**config.mk**
```make
export PLATFORM = sky130hd
export DESIGN_NAME = rob_retire_unit
export DESIGN_NICKNAME = d
export VERILOG_FILES = /design/src/rtl/rob_pkg.sv /design/src/rtl/rob_retire_sel.sv /design/src/rtl/rob_retire_unit.sv
export SDC_FILE = /design/constraint.sdc
export NUM_CORES = 2
export LEC_CHECK = 0
export CAP_MARGIN = 5
export CELL_PAD_IN_SITES_DETAIL_PLACEMENT = 0
export CELL_PAD_IN_SITES_GLOBAL_PLACEMENT = 1
export CORE_MARGIN = 4
export CORE_UTILIZATION = 25
export DETAILED_ROUTE_END_ITERATION = 10
export PLACE_DENSITY_LB_ADDON = 0.1
export SYNTH_ARGS = -nofsm -noshare
export SYNTH_HDL_FRONTEND = slang
export SYNTH_SLANG_ARGS = --single-unit
```
**constraint.sdc**
```tcl
create_clock -name clk -period 5.5 [get_ports clk]
set_input_delay 1.1 -clock clk [delete_from_list [all_inputs] [get_ports clk]]
set_output_delay 1.1 -clock clk [all_outputs]
set_load 0.005 [all_outputs]
```
**src/rtl/rob_pkg.sv**
```systemverilog
// Shared constants, entry layout and pointer helper for the reorder buffer.
package rob_pkg;

    localparam int ROB_SIZE        = 32;
    localparam int ROB_SIZE_CLOG   = 5;
    localparam int ROB_MAX_RETIRE  = 2;
    localparam int ISSUE_WIDTH_MAX = 2;
    localparam int NUM_WB          = 2;
    localparam int DATA_LEN        = 32;
    localparam int SRC_LEN         = 5;

    // Pointers carry one extra wrap bit above the entry index.
    localparam int PTR_W       = ROB_SIZE_CLOG + 1;
    localparam int RET_CNT_W   = $clog2(ROB_MAX_RETIRE + 1);
    localparam int ALLOC_CNT_W = $clog2(ISSUE_WIDTH_MAX + 1);

    typedef struct packed {
        logic                valid;
        logic                done;
        logic                rfWrite;
        logic [SRC_LEN-1:0]  rd;
        logic [DATA_LEN-1:0] data;
    } rob_entry_t;

    // Entry index reached by stepping 'off' slots past a wrap-bit pointer.
    function automatic logic [ROB_SIZE_CLOG-1:0] robIdx(input logic [PTR_W-1:0] ptr,
                                                        input int off);
        logic [PTR_W-1:0] sum;
        sum = ptr + PTR_W'(off);
        return sum[ROB_SIZE_CLOG-1:0];
    endfunction

endpackage

```
**src/rtl/rob_retire_sel.sv**
```systemverilog
// Leading-ones counter over the oldest entries: a lane retires only when it
// and every older lane in the window are both valid and done.
module rob_retire_sel
    import rob_pkg::*;
(
    input  logic [ROB_MAX_RETIRE-1:0] valid_i,
    input  logic [ROB_MAX_RETIRE-1:0] done_i,
    output logic [ROB_MAX_RETIRE-1:0] sel_o,
    output logic [RET_CNT_W-1:0]      n_o
);

    logic run;

    // Walk from the head lane outward; the first not-ready lane stops the run.
    always_comb begin
        run   = 1'b1;
        sel_o = '0;
        n_o   = '0;
        for (int i = 0; i < ROB_MAX_RETIRE; i++) begin
            run      = run & valid_i[i] & done_i[i];
            sel_o[i] = run;
            n_o      = n_o + RET_CNT_W'(run);
        end
    end

endmodule

```
**src/rtl/rob_retire_unit.sv**
```systemverilog
// Reorder buffer: in-order allocation, out-of-order completion, and in-order
// retirement of up to ROB_MAX_RETIRE entries per cycle through registered
// retire ports feeding the register file.
module rob_retire_unit
    import rob_pkg::*;
(
    input  logic                                          clk,
    input  logic                                          rst,
    input  logic                                          flush,
    input  logic [ISSUE_WIDTH_MAX-1:0]                    instr_val_ar,
    input  logic [ISSUE_WIDTH_MAX-1:0][SRC_LEN-1:0]       rd_ar,
    input  logic [ISSUE_WIDTH_MAX-1:0]                    rfWrite_ar,
    output logic                                          alloc_rdy,
    output logic [ISSUE_WIDTH_MAX-1:0][ROB_SIZE_CLOG-1:0] robid_alloc,
    input  logic [NUM_WB-1:0]                             wb_val,
    input  logic [NUM_WB-1:0][ROB_SIZE_CLOG-1:0]          wb_robid,
    input  logic [NUM_WB-1:0][DATA_LEN-1:0]               wb_data,
    output logic [ROB_MAX_RETIRE-1:0]                     val_ret,
    output logic [ROB_MAX_RETIRE-1:0]                     rfWrite_ret,
    output logic [ROB_MAX_RETIRE-1:0][SRC_LEN-1:0]        rd_ret,
    output logic [ROB_MAX_RETIRE-1:0][ROB_SIZE_CLOG-1:0]  robid_ret,
    output logic [ROB_MAX_RETIRE-1:0][DATA_LEN-1:0]       wb_data_ret,
    output logic                                          rob_empty,
    output logic                                          rob_full,
    output logic [ROB_SIZE_CLOG:0]                        rob_count
);

    rob_entry_t mem_q [ROB_SIZE];
    rob_entry_t mem_d [ROB_SIZE];

    logic [PTR_W-1:0] head_q, head_d;
    logic [PTR_W-1:0] tail_q, tail_d;
    logic [PTR_W-1:0] count_q, count_d;

    logic [ALLOC_CNT_W-1:0] allocCnt;
    logic                   allocFire;

    logic [ROB_MAX_RETIRE-1:0] headValid;
    logic [ROB_MAX_RETIRE-1:0] headDone;
    logic [ROB_MAX_RETIRE-1:0] retSel;
    logic [RET_CNT_W-1:0]      retN;

    logic [ROB_MAX_RETIRE-1:0]                    valRet_q, valRet_d;
    logic [ROB_MAX_RETIRE-1:0]                    rfWriteRet_q, rfWriteRet_d;
    logic [ROB_MAX_RETIRE-1:0][SRC_LEN-1:0]       rdRet_q, rdRet_d;
    logic [ROB_MAX_RETIRE-1:0][ROB_SIZE_CLOG-1:0] robidRet_q, robidRet_d;
    logic [ROB_MAX_RETIRE-1:0][DATA_LEN-1:0]      dataRet_q, dataRet_d;

    // Allocation gating uses the pre-retire count, so a same-cycle retire never
    // opens room for a same-cycle allocation.
    assign alloc_rdy = (PTR_W'(ROB_SIZE) - count_q) >= PTR_W'(ISSUE_WIDTH_MAX);
    assign allocFire = alloc_rdy & ~flush;

    // Compact valid lanes in lane order: each lane gets tail plus the number of
    // valid lanes below it.
    always_comb begin
        allocCnt = '0;
        for (int k = 0; k < ISSUE_WIDTH_MAX; k++) begin
            robid_alloc[k] = tail_q[ROB_SIZE_CLOG-1:0] + ROB_SIZE_CLOG'(allocCnt);
            allocCnt       = allocCnt + ALLOC_CNT_W'(instr_val_ar[k]);
        end
    end

    // Present the registered valid/done bits of the oldest entries to the selector.
    always_comb begin
        for (int i = 0; i < ROB_MAX_RETIRE; i++) begin
            headValid[i] = mem_q[robIdx(head_q, i)].valid;
            headDone[i]  = mem_q[robIdx(head_q, i)].done;
        end
    end

    rob_retire_sel u_sel (
        .valid_i (headValid),
        .done_i  (headDone),
        .sel_o   (retSel),
        .n_o     (retN)
    );

    // Next-state: flush wins outright; otherwise apply writeback, then clear
    // retiring entries, then install new allocations into free slots.
    always_comb begin
        mem_d        = mem_q;
        head_d       = head_q;
        tail_d       = tail_q;
        count_d      = count_q;
        valRet_d     = '0;
        rfWriteRet_d = '0;
        rdRet_d      = '0;
        robidRet_d   = '0;
        dataRet_d    = '0;

        if (flush) begin
            for (int j = 0; j < ROB_SIZE; j++) begin
                mem_d[j] = '0;
            end
            head_d  = '0;
            tail_d  = '0;
            count_d = '0;
        end else begin
            // Highest port first so that port 0 has the final say on a shared target.
            for (int p = NUM_WB - 1; p >= 0; p--) begin
                if (wb_val[p] && mem_q[wb_robid[p]].valid) begin
                    mem_d[wb_robid[p]].done = 1'b1;
                    mem_d[wb_robid[p]].data = wb_data[p];
                end
            end

            for (int i = 0; i < ROB_MAX_RETIRE; i++) begin
                if (retSel[i]) begin
                    valRet_d[i]               = 1'b1;
                    rfWriteRet_d[i]           = mem_q[robIdx(head_q, i)].rfWrite;
                    rdRet_d[i]                = mem_q[robIdx(head_q, i)].rd;
                    robidRet_d[i]             = robIdx(head_q, i);
                    dataRet_d[i]              = mem_q[robIdx(head_q, i)].data;
                    mem_d[robIdx(head_q, i)]  = '0;
                end
            end

            if (allocFire) begin
                for (int k = 0; k < ISSUE_WIDTH_MAX; k++) begin
                    if (instr_val_ar[k]) begin
                        mem_d[robid_alloc[k]].valid   = 1'b1;
                        mem_d[robid_alloc[k]].done    = 1'b0;
                        mem_d[robid_alloc[k]].rfWrite = rfWrite_ar[k];
                        mem_d[robid_alloc[k]].rd      = rd_ar[k];
                        mem_d[robid_alloc[k]].data    = '0;
                    end
                end
                tail_d = tail_q + PTR_W'(allocCnt);
            end

            head_d  = head_q + PTR_W'(retN);
            count_d = count_q + (allocFire ? PTR_W'(allocCnt) : '0) - PTR_W'(retN);
        end
    end

    // State and retire-port registers; reset behaves like a flush.
    always_ff @(posedge clk) begin
        if (!rst) begin
            for (int j = 0; j < ROB_SIZE; j++) begin
                mem_q[j] <= '0;
            end
            head_q       <= '0;
            tail_q       <= '0;
            count_q      <= '0;
            valRet_q     <= '0;
            rfWriteRet_q <= '0;
            rdRet_q      <= '0;
            robidRet_q   <= '0;
            dataRet_q    <= '0;
        end else begin
            mem_q        <= mem_d;
            head_q       <= head_d;
            tail_q       <= tail_d;
            count_q      <= count_d;
            valRet_q     <= valRet_d;
            rfWriteRet_q <= rfWriteRet_d;
            rdRet_q      <= rdRet_d;
            robidRet_q   <= robidRet_d;
            dataRet_q    <= dataRet_d;
        end
    end

    assign val_ret     = valRet_q;
    assign rfWrite_ret = rfWriteRet_q;
    assign rd_ret      = rdRet_q;
    assign robid_ret   = robidRet_q;
    assign wb_data_ret = dataRet_q;
    assign rob_count   = count_q;
    assign rob_empty   = (count_q == '0);
    assign rob_full    = (count_q == PTR_W'(ROB_SIZE));

endmodule
```
==> impl_metrics.toml <==
[logic_synthesis]
synthMuxAreaShare_pct = 28.9
syn_inst = 8503
syn-cell-area_mm2 = 0.0826
synth-async-reset-ratio_pct = 0
ys_seq_area_share_pct = 33.5
ys_ff_latch = 1384
ys.flop_type = "dfxtp_1"
synth_top_area_share_pct = 33.5
synthXorXnorAreaFrac_pct = 0.159
yosysWarnings = 0
synth-simple-area-share_pct = 11.6
ys_types = 87
synth_nets = 8626
ys_top_cells_by_area = "dfxtp_1 34%, mux4_2 17%, mux2i_1 12%"
synth_top_family_by_area = "multiplexers"
synth_compound_area_share_pct = 19.2
synth_edf_count = 0
synth_top_area_cell = "dfxtp_1"
synthAdderAreaFrac_pct = 0.491
avgSynthCellArea_um2 = 9.71

[timing]
hold_ws_ns = 0.463
fin_crit_ns = 4.96
setup_viol = 0
drv_slew = 0
period_share_pct = 90.1
finalHoldViolCount = 0
fin_ws_ns = 0.545
tns_ns = 0
fin_skew_ns = 0.0927
max_freq_ghz = 0.202
grt_setup_unrepaired = "no"
slew_headroom_pct = 11.9
worst_pin_slew_ns = 1.32

[clock_network]
cts_setup_buffers = 0
clkSinkCount = 1384
cts_root_buffer = "clkbuf_16"
cts-htree-levels = 4
cts_resized = 0
clk_pin_slew_worst_paths_ns = 0.06
cts_buffers = 193
postCtsHoldBufs = 0
clockBufferDepth = 4
cts_tree = "yes"
clock_latency_ns = 0.93

[global_route]
grt_first_pass_wirelength_um = 661000
grt_max_degree = 111
grt_pass1_vias = 72300
grt.overflow.total = 0
antenna_found_initial = 40
grt_use_total_pct = 27.9

[setup_path]
worstSetupEndpointType = "primary output"
arrival_ns = 3.86
path_max_fanout = 10
crit_path_start_kind = "primary input"
slowest_stage = "clkdlybuf4s50_1"
cp.required_ns = 4.40
path_delay_family = "buffers and inverters"
critPathMaxStageDelay_ns = 0.69
critPathKind = "primary input to primary output"
worst-path-buf-inv = 3
path_cells = "clkdlybuf4s50_1, ha_1, ha_1, nand3_1, xor2_1, inv_1, clkdlybuf4s50_1"

[finish]
layout-drive-gt1-share_pct = 18.8
fin_nets = 8478
fin_cells = 12900
syn2layout_area_growth_pct = 18.4

[pwr]
p_per_area_mw_per_mm2 = 262
irDropWorstVdd_mv = 0.250
power.total_mw = 25.6
p_leak_nw = 39.2

[place]
place_congestion = 0.866
dp_hpwl_um = 314000
dp_cells = 12500
pre_cts_ws_ns = 0.379
portBuffers = 199

[detailed_routing]
drtIter0Drc = 8515
drc_errors = 0
via_per_inst = 5.89
antenna_left = 0
wl_um = 491000
drtPass1Iterations = 7
wl_per_cell_um = 38.2
vias = 75700

[floorplanning]
placementRows = 210
die_w_um = 583
core_area_mm2 = 0.328
dieArea_mm2 = 0.340
die_height_um = 583
io_pins = 200
initial_utilization_pct = 25.2

[job]
cap_viol_max_count = 0

[hold_path]
hold_path_class = "flop to flop"

[status]
status = "finished clean"
per-stage QoR:
stage | instance area, um^2 | utilization, %
finish | 97800 | 29.8
global route | 97800 | 29.8
CTS | 97700 | 29.8
detailed placement | 91500 | 27.9
global placement | 91500 | 27.9
floorplan | 82600 | -
worst reg2reg max path: stages (launching register included):
cell and delay, ns:
dfxtp_4 0.44, inv_1 0.11, ha_4 0.50, nand3_1 0.15, nand4_1 0.18, nand4_1 0.17, a222oi_1 0.62, nand4_1 0.26
nor2_1 0.18, ha_1 0.33, fa_1 0.48, inv_1 0.11, ha_1 0.24, a21o_1 0.17, a21oi_1 0.22, nor2_1 0.07
nor2_1 0.12, nor2_1 0.06, or3_1 0.30, a21oi_1 0.13
layout make-up:
type	count	area, um^2
Inverter	128	483
Tap cell	4346	5440
Antenna cell	14	35.0
Clock inverter	41	428
Fill cell	33600	230000
Clock buffer	305	5860
Multi-Input combinational cell	5961	50600
Sequential cell	1384	27700
Timing Repair Buffer	687	7260
path summary, 6_finish.rpt:
check	start	endpoint	slack, ns	cells past startpoint
worst max register to register	head_q[0]$_SDFF_PP0_	rob_count[5]$_SDFF_PP0_	0.61	19
worst min register to register	mem_q[1275]$_SDFF_PP0_	mem_q[1275]$_SDFF_PP0_	0.46	2
worst max-delay path	instr_val_ar[0]	robid_alloc[9]	0.54	7
worst min-delay path	mem_q[1275]$_SDFF_PP0_	mem_q[1275]$_SDFF_PP0_	0.46	2
cell usage after synthesis, drive strengths merged (48+ instances only):
cell	instances
or3	48
inv	128
clkbuf	654
mux4	625
nand3	108
a22oi	95
a31oi	81
a21oi	218
a211oi	514
dfxtp	1384
o211a	418
buf	376
nand2	1083
a22o	70
and3	70
o21ai	162
mux2i	978
a311oi	96
o22ai	176
nor2	778
metal layers:
metal	global-route usage (%)	share of wire (%)	wire length (um)	up-vias
li1	-	-	-	31800
met1	38.1	44	215000	39600
met2	43.2	44	218000	3581
met3	5.83	7.7	37800	780
met4	10.4	4.2	20600	8
met5	0	0.0088	43	-
registers in the layout (all words and copies together), names as in the netlist:
signal	count
rd_ret	10
tail_q	5
wb_data_ret	64
head_q	5
rfWrite_ret	2
val_ret	2
robid_ret	10
rob_count	6
mem_q	1280
kinds of logic (layout without fill, tap and decap cells):
kind of cell | Yosys count | count (layout)
simple gates | 2258 | 2258
compound gates | 2051 | 2051
mux | 1607 | 1607
flops | 1384 | 1384
buf+inv | 1158 | 1161
fa+ha+maj | 30 | 30
xor+xnor | 15 | 15
other cells | 0 | 14
power by group:
group	leakage (nW)	internal (mW)	total (mW)	switching (mW)
clock	3.10	7.55	12.9	5.36
combinational	25.0	0.689	2.56	1.87
sequential	11.2	10.1	10.2	0.0778
total	39.2	18.3	25.6	7.31
layout by cell type, fill, tap and decap left out, types with 31 or more instances in the layout:
master,n
and3_1,70
nand2_1,1077
a22o_1,70
inv_1,126
o21ai_0,146
o211a_1,417
dfxtp_1,1381
nand3_1,101
clkdlybuf4s50_1,193
clkbuf_16,198
nor2_1,764
a311oi_1,96
a221oi_1,35
o2bb2ai_1,31
mux4_2,625
clkbuf_1,57
a31oi_1,81
or3_4,34
a211oi_1,489
buf_12,131
buf_4,357
o22ai_1,172
a22oi_1,94
mux2i_1,978
clkbuf_8,50
a21oi_1,213
a222oi_1,38
(Power assumes the default switching activity.)
